[src/rtl/primos_pkg.sv]
// Shared types and constants for the 4-bit prime range scanner.
package primos_pkg;
    localparam int LARGURA = 4;
    localparam logic [15:0] MASCARA_PRIMOS_4B = 16'h28AC;

    typedef enum logic [1:0] {
        OCIOSO = 2'd0,
        VARRE  = 2'd1,
        FIM    = 2'd2
    } estado_t;
endpackage

[src/rtl/primo.sv]
// Combinational 4-bit prime detector: F=1 iff N is one of 2,3,5,7,11,13.
module primo
    import primos_pkg::*;
(
    input  logic [LARGURA-1:0] N,
    output logic               F
);
    assign F = MASCARA_PRIMOS_4B[N];
endmodule

[src/rtl/varredura_primos.sv]
// Range scanner: presents lo..hi to primo one per clock and gathers a prime mask and count.
module varredura_primos
    import primos_pkg::*;
(
    input  logic               clock,
    input  logic               reset_n,
    input  logic               start,
    input  logic [LARGURA-1:0] lo,
    input  logic [LARGURA-1:0] hi,
    output logic [LARGURA-1:0] N,
    output logic               busy,
    output logic               done,
    output logic               erro,
    output logic [15:0]        mascara,
    output logic [4:0]         contagem
);
    estado_t            estado;
    logic [LARGURA-1:0] hi_r;
    logic               f;

    primo u_primo (
        .N(N),
        .F(f)
    );

    always_ff @(posedge clock or negedge reset_n) begin
        if (!reset_n) begin
            estado   <= OCIOSO;
            N        <= '0;
            hi_r     <= '0;
            busy     <= 1'b0;
            done     <= 1'b0;
            erro     <= 1'b0;
            mascara  <= '0;
            contagem <= '0;
        end else begin
            case (estado)
                OCIOSO: begin
                    done <= 1'b0;
                    if (start) begin
                        hi_r     <= hi;
                        mascara  <= '0;
                        contagem <= '0;
                        busy     <= 1'b1;
                        if (lo <= hi) begin
                            N      <= lo;
                            erro   <= 1'b0;
                            estado <= VARRE;
                        end else begin
                            // Empty range: skip straight to completion.
                            erro   <= 1'b1;
                            done   <= 1'b1;
                            estado <= FIM;
                        end
                    end
                end
                VARRE: begin
                    mascara[N] <= f;
                    contagem   <= contagem + {4'd0, f};
                    // End test precedes the increment so hi=15 never wraps N.
                    if (N == hi_r) begin
                        done   <= 1'b1;
                        estado <= FIM;
                    end else begin
                        N <= N + 1'b1;
                    end
                end
                FIM: begin
                    done   <= 1'b0;
                    busy   <= 1'b0;
                    estado <= OCIOSO;
                end
                default: begin
                    done   <= 1'b0;
                    busy   <= 1'b0;
                    estado <= OCIOSO;
                end
            endcase
        end
    end
endmodule

[config.mk]
export PLATFORM = sky130hd
export DESIGN_NAME = varredura_primos
export DESIGN_NICKNAME = d
export VERILOG_FILES = /design/src/rtl/primos_pkg.sv /design/src/rtl/primo.sv /design/src/rtl/varredura_primos.sv
export SDC_FILE = /design/constraint.sdc
export NUM_CORES = 1
export LEC_CHECK = 0
export BUFFER_PORTS_ARGS = -buffer_cell sky130_fd_sc_hd__buf_2
export CAP_MARGIN = 5
export CORE_MARGIN = 2
export CORE_UTILIZATION = 56
export CTS_BUF_LIST = sky130_fd_sc_hd__clkbuf_4
export DETAILED_ROUTE_END_ITERATION = 16
export GPL_TIMING_DRIVEN = 0
export PLACE_DENSITY = 0.82
export SYNTH_ARGS = -nofsm -noshare
export SYNTH_HDL_FRONTEND = slang
export SYNTH_SLANG_ARGS = --single-unit
[constraint.sdc]
create_clock -name clock -period 2.8 [get_ports clock]
set_input_delay 0.42 -clock clock [delete_from_list [all_inputs] [get_ports clock]]
set_output_delay 0.42 -clock clock [all_outputs]
set_load 0.02 [all_outputs]
# Word level (Yosys, flattened, before mapping)
# Memory sizes are Yosys's and may differ from the RTL's.
# Index checks and enable logic that the tools add are counted.
# Widths: inputs -> output; s select.
dict set report totals {
  ff_bits 34
  inputBits 11
  n_memories 1
  wordCells 51
  rom_bits 16
}
# name depth width rd rd_clocked_by_memory_dff wr line
set memory_table {}
lappend memory_table {{(no name shown)} 16 1 1 0 0 primo.sv:8} ;# assign F = MASCARA_PRIMOS_4B[N];
dict set report op_classes {
  n_eq_ne 6
  n_addsub 2
  n_bitwise 1
  n_lt_le_gt_ge 3
  muxes 22
  n_reduce_logical 8
}
# cell count
set op_table {}
lappend op_table {{$pmux 16 s2} 1}
lappend op_table {{$bwmux 16} 1}
lappend op_table {{$mux 16} 1}
lappend op_table {{$mux 4} 3}
lappend op_table {{$pmux 5 s2} 1}
lappend op_table {{$ne 2x2->1 const B} 4}
lappend op_table {{$pmux 4 s2} 1}
lappend op_table {{$reduce_and 2->1} 4}
lappend op_table {{$mux 1} 6}
lappend op_table {{$mux 2} 3}
lappend op_table {{$add 5x1->5} 1}
lappend op_table {{$lt 4x5->1 const B} 1}
lappend op_table {{$mux 5} 1}
lappend op_table {{$add 4x1->4 const B} 1}
lappend op_table {{$demux 1 s4} 1}
lappend op_table {{$eq 4x4->1} 1}
lappend op_table {{$ge 4x1->1 const B} 1}
lappend op_table {{$le 4x4->1} 1}
lappend op_table {{$pmux 1 s2} 2}
lappend op_table {{$pmux 2 s2} 1}
lappend op_table {{$reduce_and 4->1} 1}
lappend op_table {{$eq 2x1->1 const B} 1}
lappend op_table {{$logic_not 2->1} 1}
lappend op_table {{$reduce_bool 2->1} 1}
lappend op_table {{2 further kinds} 2}

# Logic depth before layout (Yosys ltp)
dict set report depth {
  ltp_word 6
  mapped_depth 11
  mapped_depth_nobuf 10
}

# By module
# A second synthesis with hierarchy kept.
dict set report unflattened {
  hier_cells 197
  area_unflattened_um2 1856.8
}
# module cells_each seq_area_each_um2 instances area_per_inst_um2
set by_module_without_submodules {}
lappend by_module_without_submodules {varredura_primos 194 850.8 1 1836.8}
lappend by_module_without_submodules {primo 3 0.0 1 20.0}

# Worst setup path after synthesis
# OpenSTA, ideal clock, no wires.
dict set report synth_timing {
  path_type {reg2reg}
  start {reg N[1]}
  end {reg contagem[4]}
  setup_slack_ps 568
  required_time_ps 2671
  n_path_buf 1
  stages_incl_launch_ff 12
  t_arrival_ps 2103
  path_cell_list {dfrtp_1 -> inv_1 -> ha_1 -> inv_1 -> mux4_2 -> buf_6 -> inv_2 -> ha_1 -> ha_1 -> nand4_1 -> nand3_1 -> o21ai_1}
}
dict set report synth_between {
  elab_chain_len 4
}
# element line
set synth_rtl {}
lappend synth_rtl {{from (decl)} varredura_primos.sv:10} ;# output logic [LARGURA-1:0] N,
lappend synth_rtl {{from (signal assigned)} varredura_primos.sv:46} ;# N <= lo;
lappend synth_rtl {{from (signal assigned)} varredura_primos.sv:65} ;# N <= N + 1'b1;
lappend synth_rtl {{$mem_v2 16x1} -}
lappend synth_rtl {{$mux 1 (implied by the code)} primo.sv:8}
lappend synth_rtl {{$add 5x1->5} varredura_primos.sv:59} ;# contagem <= contagem + {4'd0, f};
lappend synth_rtl {{$pmux 5 s2} varredura_primos.sv:37} ;# case (estado)
lappend synth_rtl {{to (signal assigned)} varredura_primos.sv:59}
lappend synth_rtl {{to (decl)} varredura_primos.sv:15} ;# output logic [4:0] contagem
# Every way passes these cells. The select of a mux whose other input is x is not followed.
# A chain may end at the register's enable or synchronous reset.

# Final worst setup path
dict set report layout_timing {
  start {reg N[1]}
  end {reg contagem[2]}
}
# Same word-level chain as after synthesis.

==> impl_metrics.tcl <==
set metrics [dict create \
    status "finished clean" \
    maxCapViolCount 0 \
    numCtsBuffers 5 \
    fmax_mhz 418.9 \
    async_flop_share_pct 100.0 \
    drt-wirelength-per-cell_um 14.56 \
    utilization_pct 68.93 \
    ff2ff_path_depth 11 \
    peakVddDrop_uv 616.5 \
    criticalPathCategory "reg2reg" \
    viasPerCell 5.691 \
    first_global_vias 1402 \
    antenna_found_initial 0 \
    powerDensity_nw_per_um2 1145 \
    crit_top_cell "ha_1" \
    finalHoldViolations 0 \
    cts_tree "yes" \
    ys_types 38 \
    area_growth_pct 18.63 \
    hold_class "in2async" \
    die-height_um 60.05 \
    skew_ns 0.01546 \
    fp.dieW_um 60.05 \
    initialDrtViolationCount 76 \
    placedInstanceArea_um2 2004 \
    post-dp-hpwl_um 2845 \
    synth_nets 187 \
    setup_violations 0 \
    cts-root-buf "clkbuf_4" \
    nets 232 \
    endpoint "contagem[2]$_DFFE_PN0P_" \
    die-area_um2 3606 \
    reg2reg_slack_ns 0.41 \
    io_buffers 38 \
    final_antenna_net_count 0 \
    wl_um 3727 \
    cpPeakStageDelay_ns 0.47 \
    cp_max_fo 10 \
    drive_above_1_share_pct 29.72 \
    grt_use_total_pct 24.35 \
    gr-total-overflow 0 \
    syn_inst 166 \
    synth_edf_count 0 \
    syn_avg_cell_area_um2 10.60 \
    drc 0 \
    cp-startpoint "N[1]$_DFFE_PN0P_" \
    setup_tns_ns 0 \
    syn-cell-area_um2 1759 \
    critPathLaunchType "flip-flop" \
    coreArea_um2 3028 \
    cp.required_ns 3.06 \
    grt_pass1_wl_um 6348 \
    crit_chain "inv_1 -> ha_1 -> inv_1 -> mux4_2 -> buf_6 -> inv_2 -> ha_1 -> ha_1 -> nand2_1 -> xor2_1 -> a21oi_1" \
    tightest_slew_ns 0.7258 \
    cts_sinks 34 \
    r2r-end "contagem[2]$_DFFE_PN0P_" \
    post_cts_buffers 0 \
    yosys_warnings 0 \
    arrival_ns 2.65 \
    slew_viol_final 0 \
    vias 1457 \
    rsz0062_at_grt "false" \
    crit_slowest_cell "dfrtp_1" \
    cp_num_cells 11 \
    cp-end-kind "flip-flop" \
    path_delay_family "adder cells" \
    clockBufferDepth 2 \
    fp-row-count 20 \
    gp_congestion 0.8518 \
    cp_num_buf_inv 4 \
    relSlewSlack_pct 51.61 \
    initial_core_util_pct 58.10 \
    cts_hold_buf 0 \
    fin_area_um2 2087 \
    ys_seq_area_share_pct 48.36 \
    r2r-start "N[1]$_DFFE_PN0P_" \
    synth_flop_cell "dfrtp_1" \
    num_antenna_cells 0 \
    grt_start_max_net_pins 35 \
    cts.clk_slew.worst_paths_ns 0.11 \
    p_leak_uw 0.001036 \
    firstDrtPassIters 4 \
    clkLatencyLatePin_ns 0.35 \
    h-tree-depth 2 \
    cts_resized 0 \
    io_pins 39 \
    synth_seq_cells 34 \
    post-route-min-period_ns 2.387 \
    finalCritPeriodShare_pct 85.27 \
]
-- synth_stat cells, types with 2 or more instances --
master	number	area (µm²)
nand3_1	4	20.02
nor2_1	3	11.26
o311ai_1	4	35.03
xor2_1	5	43.79
dfrtp_1	34	850.8
o211ai_1	11	82.58
inv_2	2	7.510
clkbuf_1	4	15.01
buf_2	3	15.01
o31ai_1	8	60.06
inv_1	9	33.78
o31ai_2	2	25.02
o41ai_1	4	35.03
o21ai_0	3	15.01
nand2_1	24	90.09
a211oi_2	2	25.02
ha_1	10	125.1
o21ai_1	10	50.05
mux2i_1	2	20.02
a21oi_1	2	10.01
nand4_1	3	18.77
-- layer usage --
metal | vias to the layer above | share of wire [%] | track usage (%)
li1 | 704 | - | -
met1 | 691 | 44 | 30.43
met2 | 53 | 48 | 39.29
met3 | 9 | 5.6 | 7.143
met4 | 0 | 2.5 | 10.16
met5 | - | 0 | 0
-- layout by cell type (no fill, tap or decap), drive strengths merged, types with 4 or more instances in the layout --
cell type and n:
o21ai 13, o41ai 4, nand3 4, nor2 4
clkbuf 11, buf 44, o211ai 11, dfrtp 34
nand2 24, o31ai 10, inv 11, ha 10
o311ai 4, xor2 5
-- sequential cells by signal (all words and copies together), names as in the netlist --
name / flops
mascara: 16
contagem: 5
N: 4
hi_r: 4
estado: 2
busy: 1
done: 1
erro: 1
-- cell families (layout without fill, tap and decap cells) --
group | Yosys count | in the layout | synth area share, %
mux | 4 | 4 | 3.058
compound gates | 52 | 52 | 22.90
fa+ha+maj | 10 | 10 | 7.112
simple gates | 40 | 40 | 10.74
buf+inv | 21 | 67 | 5.334
flops | 34 | 34 | 48.36
xor+xnor | 5 | 5 | 2.489
-- where the power goes --
part           internal [µW]  switching [µW]
registers                657             128
logic                    439             793
clock network            209             164
total                   1300            1090
-- layout make-up --
class | count | area, µm²
clock buffer | 7 | 52.55
clock inverter | 1 | 30.03
timing repair buffer | 38 | 190.2
multi-input combinational | 111 | 814.5
buffer | 10 | 52.55
sequential | 34 | 850.8
tap | 44 | 55.05
inverter | 11 | 41.29
fill | 252 | 940.9
-- through the flow --
step / hold WS (ns) / total power, µW / cells / worst slack [ns]
after global placement: 0.4547 / 1975 / 248 / 0.5347
after floorplan: 0.1244 / 1693 / 166 / 0.5685
after global routing: 0.1559 / 2578 / 256 / 0.1912
final: 0.1137 / 2390 / 256 / 0.4126
after CTS: 0.1473 / 2401 / 256 / 0.3989
after detailed placement: 0.4697 / 2034 / 248 / 0.4217
-- how the worst min path moves through the flow --
| stage | cells past startpoint | slack, ns | end |
|---|---|---|---|
| CTS | 1 | 0.15 | mascara[14]$_DFFE_PN0P_ |
| finish | 1 | 0.11 | mascara[14]$_DFFE_PN0P_ |
| global route | 1 | 0.16 | mascara[14]$_DFFE_PN0P_ |
| global placement | 1 | 0.45 | contagem[4]$_DFFE_PN0P_ |
| detailed placement | 1 | 0.47 | contagem[4]$_DFFE_PN0P_ |
| floorplan | 0 | 0.12 | N[0]$_DFFE_PN0P_ |
(Power assumes the default switching activity.)
